$ cat src/rtl/led_status_sequencer_if.sv
// Status-LED sequencer bus: request/enable inputs and LED/status outputs.
// Latency: pure wiring, no storage.
// Backpressure: none; requests are levels held by their sources.
interface led_status_sequencer_if;
  logic [3:0] iv_status_req;
  logic       i_led_en;
  logic       o_led;
  logic [1:0] ov_cur_src;
  logic       o_seq_busy;

  // Requesting side: drives the status levels and enable, watches the LED.
  modport master (
    output iv_status_req,
    output i_led_en,
    input  o_led,
    input  ov_cur_src,
    input  o_seq_busy
  );

  // Sequencer side.
  modport slave (
    input  iv_status_req,
    input  i_led_en,
    output o_led,
    output ov_cur_src,
    output o_seq_busy
  );
endinterface

$ cat src/rtl/led_status_sequencer.sv
// Blinks source k as k+1 pulses on one shared LED, round-robin over 4 level requests.
// Latency: LED rises one edge after the request is sampled in IDLE; one IDLE cycle per code.
// Backpressure: none; requests are levels, a request seen mid-code waits for the next IDLE.
module led_status_sequencer #(
  parameter logic [31:0] BLINK_TIME = 32'd12_500_000,
  parameter logic [31:0] GAP_TIME   = 32'd62_500_000
) (
  input  logic                  i_clk,
  input  logic                  i_rst_n,
  led_status_sequencer_if.slave bus
);

  typedef enum logic [1:0] {
    S_IDLE = 2'd0,
    S_ON   = 2'd1,
    S_OFF  = 2'd2,
    S_GAP  = 2'd3
  } state_t;

  state_t      state_q, state_d;
  logic [31:0] time_cnt_q, time_cnt_d;
  logic [2:0]  blink_cnt_q, blink_cnt_d;
  logic [1:0]  rr_last_q, rr_last_d;
  logic [1:0]  cur_src_q, cur_src_d;
  logic        led_q, led_d;
  logic        busy_q, busy_d;

  logic        grant_vld;
  logic [1:0]  grant_idx;
  logic [1:0]  cand;

  // Round-robin search starting one past the last completed source.
  always_comb begin
    grant_vld = 1'b0;
    grant_idx = 2'd0;
    cand      = 2'd0;
    for (int i = 1; i <= 4; i++) begin
      cand = rr_last_q + 2'(i);
      if (!grant_vld && bus.iv_status_req[cand]) begin
        grant_vld = 1'b1;
        grant_idx = cand;
      end
    end
  end

  // Next-state and registered-output logic for the blink sequence.
  always_comb begin
    state_d     = state_q;
    time_cnt_d  = time_cnt_q;
    blink_cnt_d = blink_cnt_q;
    rr_last_d   = rr_last_q;
    cur_src_d   = cur_src_q;
    led_d       = led_q;
    busy_d      = busy_q;

    if (state_q != S_IDLE && !bus.i_led_en) begin
      // Disable aborts the code; rr_last is kept so fairness survives the abort.
      state_d     = S_IDLE;
      time_cnt_d  = 32'd0;
      blink_cnt_d = 3'd0;
      led_d       = 1'b0;
      busy_d      = 1'b0;
    end else begin
      case (state_q)
        S_IDLE: begin
          led_d  = 1'b0;
          busy_d = 1'b0;
          if (bus.i_led_en && grant_vld) begin
            cur_src_d   = grant_idx;
            time_cnt_d  = 32'd0;
            blink_cnt_d = 3'd0;
            led_d       = 1'b1;
            busy_d      = 1'b1;
            state_d     = S_ON;
          end
        end
        S_ON: begin
          if (time_cnt_q == BLINK_TIME - 32'd1) begin
            time_cnt_d = 32'd0;
            led_d      = 1'b0;
            state_d    = S_OFF;
          end else begin
            time_cnt_d = time_cnt_q + 32'd1;
          end
        end
        S_OFF: begin
          if (time_cnt_q == BLINK_TIME - 32'd1) begin
            time_cnt_d  = 32'd0;
            blink_cnt_d = blink_cnt_q + 3'd1;
            // Pulses are numbered from 0, so source k stops after pulse k.
            if (blink_cnt_q == {1'b0, cur_src_q}) begin
              state_d = S_GAP;
            end else begin
              led_d   = 1'b1;
              state_d = S_ON;
            end
          end else begin
            time_cnt_d = time_cnt_q + 32'd1;
          end
        end
        S_GAP: begin
          led_d = 1'b0;
          if (time_cnt_q == GAP_TIME - 32'd1) begin
            time_cnt_d = 32'd0;
            rr_last_d  = cur_src_q;
            busy_d     = 1'b0;
            state_d    = S_IDLE;
          end else begin
            time_cnt_d = time_cnt_q + 32'd1;
          end
        end
        default: begin
          state_d     = S_IDLE;
          time_cnt_d  = 32'd0;
          blink_cnt_d = 3'd0;
          rr_last_d   = 2'd3;
          cur_src_d   = 2'd0;
          led_d       = 1'b0;
          busy_d      = 1'b0;
        end
      endcase
    end
  end

  // State register; reset parks rr_last at 3 so the first search begins at source 0.
  always_ff @(posedge i_clk or negedge i_rst_n) begin
    if (!i_rst_n) begin
      state_q     <= S_IDLE;
      time_cnt_q  <= 32'd0;
      blink_cnt_q <= 3'd0;
      rr_last_q   <= 2'd3;
      cur_src_q   <= 2'd0;
      led_q       <= 1'b0;
      busy_q      <= 1'b0;
    end else begin
      state_q     <= state_d;
      time_cnt_q  <= time_cnt_d;
      blink_cnt_q <= blink_cnt_d;
      rr_last_q   <= rr_last_d;
      cur_src_q   <= cur_src_d;
      led_q       <= led_d;
      busy_q      <= busy_d;
    end
  end

  assign bus.o_led      = led_q;
  assign bus.ov_cur_src = cur_src_q;
  assign bus.o_seq_busy = busy_q;

endmodule

$ cat src/flat_wrapper.sv
// flat-port wrapper written by rule: the top's interface ports become plain ports
module led_status_sequencer_flat 
#(
  parameter logic [31:0] BLINK_TIME = 32'd12_500_000,
  parameter logic [31:0] GAP_TIME   = 32'd62_500_000
)
  (i_clk, i_rst_n, bus_iv_status_req, bus_i_led_en, bus_o_led, bus_ov_cur_src, bus_o_seq_busy);
  led_status_sequencer_if bus_i ();
  input  logic i_clk;
  input  logic i_rst_n;
  input wire logic [$bits(bus_i.iv_status_req)-1:0] bus_iv_status_req;
  input wire logic [$bits(bus_i.i_led_en)-1:0] bus_i_led_en;
  output wire logic [$bits(bus_i.o_led)-1:0] bus_o_led;
  output wire logic [$bits(bus_i.ov_cur_src)-1:0] bus_ov_cur_src;
  output wire logic [$bits(bus_i.o_seq_busy)-1:0] bus_o_seq_busy;
  assign bus_i.iv_status_req = bus_iv_status_req;
  assign bus_i.i_led_en = bus_i_led_en;
  assign bus_o_led = bus_i.o_led;
  assign bus_ov_cur_src = bus_i.ov_cur_src;
  assign bus_o_seq_busy = bus_i.o_seq_busy;
  led_status_sequencer #(.BLINK_TIME(BLINK_TIME), .GAP_TIME(GAP_TIME)) u_core (.i_clk(i_clk), .i_rst_n(i_rst_n), .bus(bus_i));
endmodule
$ cat config.mk
export PLATFORM = sky130hd
export DESIGN_NAME = led_status_sequencer_flat
export DESIGN_NICKNAME = d
export VERILOG_FILES = /design/src/rtl/led_status_sequencer_if.sv /design/src/rtl/led_status_sequencer.sv /design/src/flat_wrapper.sv
export SDC_FILE = /design/constraint.sdc
export NUM_CORES = 1
export LEC_CHECK = 0
export BUFFER_PORTS_ARGS = -buffer_cell sky130_fd_sc_hd__buf_2
export CELL_PAD_IN_SITES_DETAIL_PLACEMENT = 1
export CELL_PAD_IN_SITES_GLOBAL_PLACEMENT = 1
export CORE_UTILIZATION = 51
export DETAILED_ROUTE_END_ITERATION = 16
export PLACE_DENSITY = 0.9
export SETUP_SLACK_MARGIN = 0.3
export SLEW_MARGIN = 20
export SYNTH_ARGS = -nofsm -noshare
export SYNTH_HDL_FRONTEND = slang
export SYNTH_SLANG_ARGS = --single-unit
$ cat constraint.sdc
create_clock -name i_clk -period 6.8 [get_ports i_clk]
set_clock_uncertainty 0.1 [all_clocks]
set_input_delay 1.02 -clock i_clk [delete_from_list [all_inputs] [get_ports i_clk]]
set_output_delay 1.02 -clock i_clk [all_outputs]
set_load 0.03 [all_outputs]
* After elaboration in Yosys (flattened, before gate mapping)
Index checks and enable logic that the tools add are counted.
** Storage, ports and cells
- Register bits :: 43
- Input port bits :: 7
- Output and inout port bits :: 4
- Word-level logic and storage cells :: 89
** Operators by class
- Add/sub/neg operators :: 5
- Order comparisons :: 4
- Equal/unequal tests :: 11
- Multiplexer cells :: 41
- Bitwise operators :: 1
- Reductions and logical operators :: 20
** Operators with widths (count)
- 32-bit 2-to-1 mux :: 4
- 32-bit case mux with 3 select lines :: 1
- 32-bit by 1-bit adder with 32-bit output, second input constant :: 1
- 32-bit by 24-bit equality test with 1-bit output, second input constant :: 1
- 32-bit by 26-bit equality test with 1-bit output, second input constant :: 1
- 2-bit 2-to-1 mux :: 10
- 1-bit 2-to-1 mux :: 15
- 2-bit by 3-bit less-than comparator with 1-bit output, second input constant :: 4
- 3-bit by 1-bit != test with 1-bit output, second input constant :: 4
- 3-bit AND reduction :: 4
- 3-bit 2-to-1 mux :: 3
- 1-bit binary-select mux with 2-bit select :: 4
- 2-bit case mux with 4 select lines :: 1
- 3-bit case mux with 2 select lines :: 1
- 3-bit nonzero test :: 2
- 1-bit logical AND :: 5
- 2-bit adder, second input constant :: 2
- 2-bit equality test, second input constant :: 2
- 1-bit zero test :: 4
- 1-bit case mux with 4 select lines :: 1
- 4-bit AND reduction :: 1
- 3-bit by 1-bit adder with 3-bit output, second input constant :: 1
- 3-bit by 2-bit equality test with 1-bit output :: 1
- 3-bit by 2-bit != test with 1-bit output, second input constant :: 1
- 8 further kinds :: 8

* Logic depth before layout (Yosys ltp)
Gate-level depths: netlist (run 1).
- Depth after elaboration :: 17
- Mapped depth :: 9
- Depth with buffers taken out :: 7

* Least setup slack after synthesis (run 1)
Ideal clock, no wire load.
- Kind :: reg2reg
- From :: reg u_core.time_cnt_q[25]
- To :: reg u_core.blink_cnt_q[0]
- Setup time :: 125 ps
- Arrival time :: 2171 ps
- Required time :: 6575 ps
- Setup slack :: 4404 ps
- Cell stages (with the launch flop) :: 8
- Period minus slack after synthesis :: 2396 ps
- Cell sequence :: dfrtp_1 -> buf_6 -> or4_1 -> or3_4 -> nor3_2 -> a211o_1 -> and2_1 -> mux2_2
** Between the ends
- Word-level cells in the longest chain between the ends :: 3
** Ends and longest elaborated chain
- from (decl) :: line led_status_sequencer.sv:21 : logic [31:0] time_cnt_q, time_cnt_d;
- from (signal assigned) :: line led_status_sequencer.sv:137 : time_cnt_q <= time_cnt_d;
- 32-bit by 24-bit equality test with 1-bit output :: line led_status_sequencer.sv:87 : if (time_cnt_q == BLINK_TIME - 32'd1) begin
- 3-bit by 1-bit != test with 1-bit output (no source line)
- 3-bit AND reduction (no source line)
- to (signal assigned) :: line led_status_sequencer.sv:138 : blink_cnt_q <= blink_cnt_d;
- to (decl) :: line led_status_sequencer.sv:22 : logic [2:0] blink_cnt_q, blink_cnt_d;
Every way passes these cells.
A chain may end at the register's enable or synchronous reset.

* Worst setup path in the final report (run 1)
- From :: reg u_core.time_cnt_q[0]
- To :: reg u_core.time_cnt_q[7]
** Between the ends
- Word-level cells in the longest chain between the ends :: 4
** Ends and longest elaborated chain
- 32-bit by 1-bit adder with 32-bit output, or another cell as far along :: line led_status_sequencer.sv:83, led_status_sequencer.sv:98, led_status_sequencer.sv:109
- 32-bit 2-to-1 mux, on equally long branches :: line led_status_sequencer.sv:103, led_status_sequencer.sv:78, led_status_sequencer.sv:87
- 32-bit case mux with 3 select lines (*) :: line led_status_sequencer.sv:64 : case (state_q)
- 32-bit 2-to-1 mux (*) :: line led_status_sequencer.sv:56 : if (state_q != S_IDLE && !bus.i_led_en) begin
Mark *: on every way between the ends. The rest lies on a longest branch, timed or not.

==> impl_metrics.tcl, run 1 <==
set metrics [dict create \
    async_flop_share_pct 100.0 \
    power_uw 786.6 \
    cts_buffer_depth 2 \
    crit_path_start_kind "register" \
    ios 11 \
    io_buffers 10 \
    cts_htree_levels 2 \
    final_layout_size_suffix_gt1_share_pct 10.96 \
    hold_start "u_core.time_cnt_q[21]" \
    postCtsSetupBuffers 0 \
    clk_latency_ns 0.30 \
    rsz0062_at_grt "false" \
    grt_pass1_vias 2385 \
    p_switching_uw 326.7 \
    synth_area_um2 2646 \
    die_y_um 74.04 \
    dp_hpwl_um 4904 \
    peakVddDrop_mv 0.1851 \
    rows 25 \
    via_per_inst 6.519 \
    pwr-share-seq_pct 38.3 \
    p_per_area_nw_per_um2 282.2 \
    synthesis.nets 309 \
    yosys_register_bits 43 \
    synth_edf_count 0 \
    drt_iter0_markers 164 \
    synth.distinct_cells 52 \
    final_core_util_pct 57.50 \
    power.share.clock_pct 20.4 \
    met2_length_um 3410 \
    hold_depth 1 \
    place_area_um2 2704 \
    initial_core_util_pct 54.58 \
    cts_buffers 5 \
    final-seq-area_um2 1079 \
    r2r-start "u_core.time_cnt_q[0]" \
    cp.arrival_ns 3.19 \
    hold_class "reg -> reg" \
    cts-hold-fix-buffers 0 \
    path_class "reg -> reg" \
    p_leak_nw 1.199 \
    drt-wirelength-per-cell_um 19.10 \
    fin_cells 368 \
    gp_congestion 0.8390 \
    finalHoldViolations 0 \
    holdPathEnd "u_core.time_cnt_q[21]" \
    wirelength_um 7029 \
    highest_layer "met4" \
    crit_required_ns 6.90 \
    cts_sinks 43 \
    crit_path_end_kind "register" \
    multi_input_area_um2 1443 \
    worstReg2RegEnd "u_core.time_cnt_q[7]" \
    antennaDiodeCount 0 \
    maxCapViolCount 0 \
    synth_flop_cell "dfrtp_1" \
    area_growth_pct 5.343 \
    grt-ovfl-total 0 \
    ys_seq_area_share_pct 40.76 \
    layout_commonest_cell "dfrtp_1" \
    chipWidth_um 74.04 \
    post-route-drc-count 0 \
    cts_tree "yes" \
    dr.pass1.iters 4 \
    syn_area_per_cell_um2 8.970 \
    cts-root-buf "clkbuf_8" \
    antenna_found_initial 0 \
    min_period_ns 3.096 \
    synthCells 295 \
    cts_resized 0 \
    status "completed" \
    power.internal_uw 459.9 \
    cp_max_fo 19 \
    finalCritPeriodShare_pct 45.54 \
    tns_ns 0 \
    swShare_pct 41.54 \
    clk_pin_slew_worst_paths_ns 0.09 \
    final_cell_area_um2 2788 \
    max_freq_mhz 323.0 \
    fillCellCount 591 \
    dpl.cell_count 360 \
    tightest_slew_ns 0.9462 \
    finalSetupViolations 0 \
    most-common-layout-cells "dfrtp_1 (41), a31oi_1 (29), nand2_1 (27), o21ai_0 (21)" \
    vias 2399 \
    slew_headroom_pct 36.92 \
    dieArea_um2 5481 \
    final_nets 314 \
    slew_viol_final 0 \
    yosysWarnings 0 \
    ff2ff_path_depth 7 \
    grt_use_total_pct 28.28 \
    met1_length_um 3248 \
    coreArea_um2 4848 \
    grt_first_pass_wirelength_um 11610 \
    r2r_slack_ns 3.70 \
    p_comb_share_pct 41.4 \
    grt_max_degree 44 \
    ant_nets 0 \
    met3_length_um 211 \
]
## cells in the mapped netlist, types with 4 or more instances
| master | instances | area [um^2] |
|---|---|---|
| o21ai_0 | 21 | 105.1 |
| and3_1 | 8 | 50.05 |
| inv_1 | 11 | 41.29 |
| clkbuf_1 | 7 | 26.28 |
| a21o_1 | 10 | 75.07 |
| nand4_1 | 7 | 43.79 |
| nor4_1 | 5 | 31.28 |
| nor3_1 | 10 | 50.05 |
| nand3_1 | 14 | 70.07 |
| nor2_1 | 12 | 45.04 |
| and2_1 | 8 | 50.05 |
| and4_1 | 4 | 35.03 |
| nand2_1 | 27 | 101.4 |
| a31oi_1 | 29 | 181.4 |
| a21oi_1 | 14 | 70.07 |
| ha_1 | 7 | 87.58 |
| dfrtp_1 | 41 | 1026 |
## cell families (layout without fill, tap and decap cells)
logic type / after synthesis / count (layout) / synth area share [%]
compound gates: 99 / 99 / 24.82
simple gates: 114 / 114 / 23.31
fa+ha+maj: 7 / 7 / 3.310
mux: 6 / 6 / 2.411
xor+xnor: 2 / 2 / 0.6621
buf+inv: 24 / 30 / 4.728
flops: 43 / 43 / 40.76
## cell type report
cell class                      instances  share of cell area (%)
Clock buffer                            5                   2.469
Tap cell                               67                   3.007
Inverter                               11                   1.481
Multi-Input combinational cell        228                   51.75
Timing Repair Buffer                   11                   2.065
Clock inverter                          3                  0.5386
Sequential cell                        43                   38.69
## power by group through the flow
| stage | Sequential (mW) | Combinational, mW | Clock, mW |
|---|---|---|---|
| 4_1_cts | 0.302 | 0.325 | 0.166 |
| 6_report | 0.301 | 0.325 | 0.160 |
| 5_1_grt | 0.305 | 0.358 | 0.173 |
| 2_1_floorplan | 0.322 | 0.234 | 0 |
| 3_3_place_gp | 0.303 | 0.305 | 0 |
| 3_5_place_dp | 0.306 | 0.322 | 0 |
## worst max-delay path by stage
stage / startpoint / to / slack (ns) / cells after the start
after detailed placement: u_core.time_cnt_q[0] / u_core.time_cnt_q[7] / 3.76 / 7
after floorplan: u_core.time_cnt_q[25] / u_core.blink_cnt_q[0] / 4.40 / 7
after global placement: u_core.time_cnt_q[0] / u_core.time_cnt_q[7] / 3.94 / 7
after CTS: u_core.time_cnt_q[0] / u_core.time_cnt_q[7] / 3.71 / 7
after global routing: u_core.time_cnt_q[0] / u_core.time_cnt_q[7] / 3.46 / 7
final: u_core.time_cnt_q[0] / u_core.time_cnt_q[7] / 3.70 / 7
## routing by layer
metal	vias up	GRT usage (%)
met3	17	5.420
met5	-	0
li1	1133	-
met2	43	47.07
met4	0	11.97
met1	1206	36.05
## state kept, by name, summed over array words and instances (netlist names)
signal	count
u_core.blink_cnt_q	3
u_core.bus.o_led	1
u_core.bus.o_seq_busy	1
u_core.bus.ov_cur_src	2
u_core.rr_last_q	2
u_core.state_q	2
u_core.time_cnt_q	32
## metrics by stage
stage / hold slack (ns) / worst slack [ns]
finish: 0.4137 / 3.704
global route: 0.4418 / 3.457
CTS: 0.4130 / 3.714
detailed placement: 0.3989 / 3.756
global placement: 0.3712 / 3.941
floorplan: 0.3512 / 4.404
## critical path, cell delays in order (launching register included)
cell     delay (ns)
dfrtp_1        0.39
ha_1           0.25
and4_1         0.33
nand4_1        0.28
o31ai_1        0.58
a21o_1         0.61
o21ai_0        0.19
a22o_1         0.27
Note: power is estimated with default switching activity, not from simulation.
==> inputs of run 2 (changes only) <==
--- a/config.mk
+++ b/config.mk
@@ -8,9 +8,9 @@
 export BUFFER_PORTS_ARGS = -buffer_cell sky130_fd_sc_hd__buf_2
 export CELL_PAD_IN_SITES_DETAIL_PLACEMENT = 1
 export CELL_PAD_IN_SITES_GLOBAL_PLACEMENT = 1
-export CORE_UTILIZATION = 51
+export CORE_UTILIZATION = 43
 export DETAILED_ROUTE_END_ITERATION = 16
-export PLACE_DENSITY = 0.9
+export PLACE_DENSITY = 0.82
 export SETUP_SLACK_MARGIN = 0.3
 export SLEW_MARGIN = 20
 export SYNTH_ARGS = -nofsm -noshare
==> constraint.sdc (replaced) <==
create_clock -name i_clk -period 2.8 [get_ports i_clk]
set_clock_uncertainty 0.1 [all_clocks]
set_input_delay 0.42 -clock i_clk [delete_from_list [all_inputs] [get_ports i_clk]]
set_output_delay 0.42 -clock i_clk [all_outputs]
set_load 0.03 [all_outputs]
==> run 2 against run 1 <==
The flow now finishes with violations (negative hold slack). Fmax increased by 27%. Sequential power increased by 150%. Core utilization decreased by 7.5 points. Sequential share of layout area decreased by 2.1 points. Sequential cell count unchanged. Die area increased by 18%. Clock power increased to 2.8 times the previous value.
==> impl_metrics.tcl, run 2 (synthesized netlist as in run 1, its figures left out) <==
set metrics [dict create \
    status "complete, but fails checks" \
    violations "negative hold slack" \
    ant_nets 0 \
    top_register "u_core.time_cnt_q" \
    clk_latency_ns 0.30 \
    dieArea_um2 6472 \
    cts_buffer_depth 2 \
    dr.pass1.iters 4 \
    grt_pass1_vias 2402 \
    tightest_slew_ns 0.6372 \
    vias 2431 \
    peakVddDrop_mv 0.4525 \
    grt-ovfl-total 0 \
    die_y_um 80.45 \
    maxCapViolCount 0 \
    cts_tree "yes" \
    gp_congestion 0.8094 \
    grt_first_pass_wirelength_um 11990 \
    setup_slack_ns 0.3714 \
    final_core_util_pct 49.96 \
    crit_start "u_core.time_cnt_q[24]" \
    grt_use_total_pct 24.00 \
    antennaDiodeCount 0 \
    most-common-layout-cells "dfrtp_1 (39), a31oi_1 (29), nand2_1 (27), o21ai_0 (21)" \
    p_per_area_nw_per_um2 685.6 \
    crit_path_end_kind "register" \
    via_per_inst 6.282 \
    fillCellCount 680 \
    cts_buffers 5 \
    slew_headroom_pct 57.13 \
    slew_viol_final 0 \
    ios 11 \
    wirelength_um 7056 \
    coreArea_um2 5921 \
    area_growth_pct 11.77 \
    rows 28 \
    cp_max_fo 43 \
    cts_htree_levels 2 \
    cts-root-buf "clkbuf_8" \
    grt_max_degree 44 \
    ff2ff_path_depth 7 \
    crit_path_start_kind "register" \
    chipWidth_um 80.45 \
    cp.arrival_ns 2.52 \
    min_period_ns 2.429 \
    tns_ns 0 \
    layout_commonest_cell "dfrtp_1" \
    crit_chain "or4_1, or3_4, o31ai_4, a21oi_2, buf_8, a21o_1, a21o_1" \
    post-route-drc-count 0 \
    biggestRegsByFlops "u_core.time_cnt_q: 32 flops, u_core.blink_cnt_q: 3 flops" \
    drt_iter0_markers 119 \
    antenna_found_initial 0 \
    critical-path-top-cell-by-count "a21o_1" \
    hold_class "in -> async" \
    r2r_slack_ns 0.37 \
    largest_reg_flops 32 \
    finalCritPeriodShare_pct 86.74 \
    finalHoldViolations 1 \
    cts-hold-fix-buffers 0 \
    crit_end "u_core.time_cnt_q[4]" \
    io_buffers 10 \
    clk_pin_slew_worst_paths_ns 0.08 \
    dp_hpwl_um 4945 \
    dpl_worst_slack_ns 0.1232 \
    p_leak_nw 1.277 \
    slowest_stage "or4_1" \
    initial_core_util_pct 44.70 \
    worstReg2RegEnd "u_core.time_cnt_q[4]" \
    slowest_delay_ns 0.51 \
    drt-wirelength-per-cell_um 18.23 \
    path_class "reg -> reg" \
    crit_required_ns 2.89 \
    finalSetupViolations 0 \
    rsz0062_at_grt "true" \
    r2r-start "u_core.time_cnt_q[24]" \
    power_mw 2.028 \
    whs_ns -0.001142 \
    cts_sinks 43 \
    max_freq_mhz 411.8 \
    final_nets 325 \
    final_layout_size_suffix_gt1_share_pct 16.67 \
]
==> run 2: cell count changes in the layout (fill, tap and decap cells not counted), moves of 2 or more <==
cell      previous run  this run
clkinv_2             3         0
clkbuf_8             5         7
nor4_1               5         3
buf_4                1        12
dfrtp_1             41        39
dfrtp_2              0         2
nor4_2               0         2
==> run 2: worst min path at each step <==
stage                                to
2_1_floorplan     u_core.blink_cnt_q[0]
3_3_place_gp      u_core.time_cnt_q[31]
3_5_place_dp      u_core.time_cnt_q[31]
4_1_cts           u_core.time_cnt_q[29]
5_1_grt        u_core.bus.ov_cur_src[1]
6_report          u_core.time_cnt_q[29]
==> run 2: area by class of cell <==
| cell class | instances | area [um^2] | area share [%] |
|---|---|---|---|
| flip-flops and latches | 43 | 1081 | 36.55 |
| clock buffers | 8 | 100.1 | 3.384 |
| inverters | 11 | 41.29 | 1.396 |
| repair buffers | 22 | 150.1 | 5.076 |
| multi-input cells | 228 | 1491 | 50.42 |
| well taps | 75 | 93.84 | 3.173 |
==> run 2: routing by layer <==
metal  vias to the layer above  GRT usage (%)  share of wire, %
met5                         -              0                 0
met4                         0          5.893               1.2
met3                        10          4.545               2.9
met2                        34          40.00                48
met1                      1233          31.82                47
li1                       1154              -                 -
==> run 2: critical path: cells and delay by family, from the launching register on <==
kind	cells	cell delay [ns]
buf+inv	1	0.20
compound gates	4	0.70
flops	1	0.45
simple gates	2	0.88
==> run 2: what timing repair did <==
action,4_1_cts,5_1_grt
gates cloned,0,0
resized for setup,6,10
endpoints found under the setup margin,22,23
setup buffers,2,0
pin swaps,2,0
==> run 2: per-stage QoR <==
step | instances | area (um^2)
6_report | 387 | 2958
5_1_grt | 387 | 2958
4_1_cts | 387 | 2918
3_5_place_dp | 377 | 2781
3_3_place_gp | 377 | 2781
2_1_floorplan | 295 | 2646
==> run 2: power by group <==
part           switching, mW  internal (mW)
Combinational          0.523          0.322
Clock                  0.217          0.225
Sequential            0.0646          0.676
==> inputs of run 3 (changes only) <==
--- a/config.mk
+++ b/config.mk
@@ -11,8 +11,10 @@
 export CORE_UTILIZATION = 43
 export DETAILED_ROUTE_END_ITERATION = 16
 export PLACE_DENSITY = 0.82
+export RECOVER_POWER = 50
 export SETUP_SLACK_MARGIN = 0.3
 export SLEW_MARGIN = 20
 export SYNTH_ARGS = -nofsm -noshare
 export SYNTH_HDL_FRONTEND = slang
 export SYNTH_SLANG_ARGS = --single-unit
+export TNS_END_PERCENT = 30
==> run 3 against run 2 <==
The run now ends clean. Count of clock-buffer cells in the layout stayed put. Global-route usage stayed put. Final area is 0.34% lower. Die area stayed put. Total power is 0.67% lower. First-iteration DRC count is 7.6% lower. Sequential cell count stayed put. Worst setup slack hardly changed. Sequential share of layout area is 0.12 points higher. Combinational power is 2% lower. Sequential power hardly changed. Critical path depth stayed put.
==> impl_metrics.tcl, run 3 (synthesized netlist as in run 1, its figures left out) <==
set metrics [dict create \
    fillCellCount 684 \
    cts_buffer_depth 2 \
    dp_hpwl_um 4945 \
    p_switching_uw 799.2 \
    final_layout_size_suffix_gt1_share_pct 15.71 \
    place_area_um2 2781 \
    clk_latency_ns 0.30 \
    setup_slack_ns 0.3714 \
    grt_use_total_pct 24.00 \
    cts_buffers 5 \
    grt_first_pass_wirelength_um 11990 \
    ios 11 \
    crit_path_start_kind "register" \
    slew_headroom_pct 26.50 \
    coreArea_um2 5921 \
    grt_pass1_vias 2402 \
    tightest_slew_ns 1.103 \
    layout_commonest_cell "dfrtp_1" \
    vias 2450 \
    p_comb_share_pct 41.2 \
    grt-ovfl-total 0 \
    cts_sinks 43 \
    post-route-drc-count 0 \
    gp_congestion 0.8094 \
    p_per_area_nw_per_um2 683.2 \
    cts-root-buf "clkbuf_8" \
    maxCapViolCount 0 \
    drt-wirelength-per-cell_um 18.25 \
    biggestRegsByFlops "u_core.time_cnt_q: 32 flops, u_core.blink_cnt_q: 3 flops" \
    p_leak_nw 1.268 \
    slew_viol_final 0 \
    status "completed" \
    top_register "u_core.time_cnt_q" \
    drt_iter0_markers 110 \
    power.share.clock_pct 22.0 \
    area_growth_pct 11.39 \
    cts-hold-fix-buffers 0 \
    most-common-layout-cells "dfrtp_1 (39), a31oi_1 (29), nand2_1 (27), o21ai_0 (21)" \
    io_buffers 10 \
    initial_core_util_pct 44.70 \
    dieArea_um2 6472 \
    hold_class "in -> async" \
    crit_path_end_kind "register" \
    die_y_um 80.45 \
    power.internal_mw 1.215 \
    finalSetupViolations 0 \
    antennaDiodeCount 0 \
    grt_max_degree 44 \
    power_mw 2.014 \
    chipWidth_um 80.45 \
    final_nets 325 \
    wirelength_um 7064 \
    peakVddDrop_mv 0.4494 \
    rows 28 \
    crit_required_ns 2.89 \
    cp_max_fo 43 \
    dpl_worst_slack_ns 0.1232 \
    max_freq_mhz 411.8 \
    path_class "reg -> reg" \
    final_cell_area_um2 2948 \
    via_per_inst 6.331 \
    cts_htree_levels 2 \
    min_period_ns 2.429 \
    whs_ns 0.2138 \
    cp.arrival_ns 2.52 \
    dr.pass1.iters 4 \
    tns_ns 0 \
    finalCritPeriodShare_pct 86.73 \
    finalHoldViolations 0 \
    cts_tree "yes" \
    rsz0062_at_grt "true" \
    ant_nets 0 \
    swShare_pct 39.68 \
    antenna_found_initial 0 \
    largest_reg_flops 32 \
    clk_pin_slew_worst_paths_ns 0.08 \
    pwr-share-seq_pct 36.8 \
]
==> run 3: metrics by stage <==
step / util (%) / cells
after floorplan: - / 295
after global placement: 46.98 / 377
after detailed placement: 46.98 / 377
after CTS: 49.28 / 387
after global routing: 49.79 / 387
final: 49.79 / 387
==> run 3: path summary, 6_finish.rpt <==
path | to | slack [ns] | depth (start not counted) | from
min reg2reg | u_core.time_cnt_q[31] | 0.39 | 1 | u_core.time_cnt_q[31]
min in group i_clk | u_core.bus.ov_cur_src[1] | 0.38 | 3 | bus_iv_status_req[2]
max in group asynchronous | u_core.time_cnt_q[0] | 1.62 | 1 | i_rst_n
min | u_core.time_cnt_q[28] | 0.21 | 1 | i_rst_n
max | u_core.time_cnt_q[4] | 0.37 | 7 | u_core.time_cnt_q[24]
max reg2reg | u_core.time_cnt_q[4] | 0.37 | 7 | u_core.time_cnt_q[24]
==> run 3: timing repair <==
action | in CTS | in global routing
setup buffers | 2 | 0
gates cloned | 0 | 0
setup endpoints to repair | 22 | 23
gates resized for setup | 6 | 9
pin swaps | 2 | 0
==> run 3: power groups by stage <==
| stage | Clock [mW] | Sequential [mW] | Combinational, mW |
|---|---|---|---|
| after floorplan | 0 | 0.782 | 0.569 |
| after detailed placement | 0 | 0.747 | 0.800 |
| after global placement | 0 | 0.740 | 0.762 |
| after global routing | 0.476 | 0.749 | 0.917 |
| after CTS | 0.454 | 0.736 | 0.822 |
| final | 0.443 | 0.741 | 0.830 |
==> run 3: cell type report <==
cell class                 count  area (um^2)  share of cell area [%]
timing repair buffer          22        145.1                   4.924
sequential                    43         1081                   36.67
inverter                      11        41.29                   1.401
tap                           75        93.84                   3.183
clock buffer                   8        100.1                   3.396
multi-input combinational    228         1486                   50.42
==> run 3: routing by layer <==
layer  GRT usage, %  wire, um
met1          31.82      3291
met2          40.00      3459
met3          4.545       226
met4          5.893        87
met5              0         0
==> run 3: critical path, stage by stage (launching register included) <==
cell,delay [ns]
dfrtp_2,0.45
or4_1,0.51
or3_4,0.37
o31ai_4,0.23
a21oi_2,0.10
buf_8,0.20
a21o_1,0.20
a21o_1,0.17
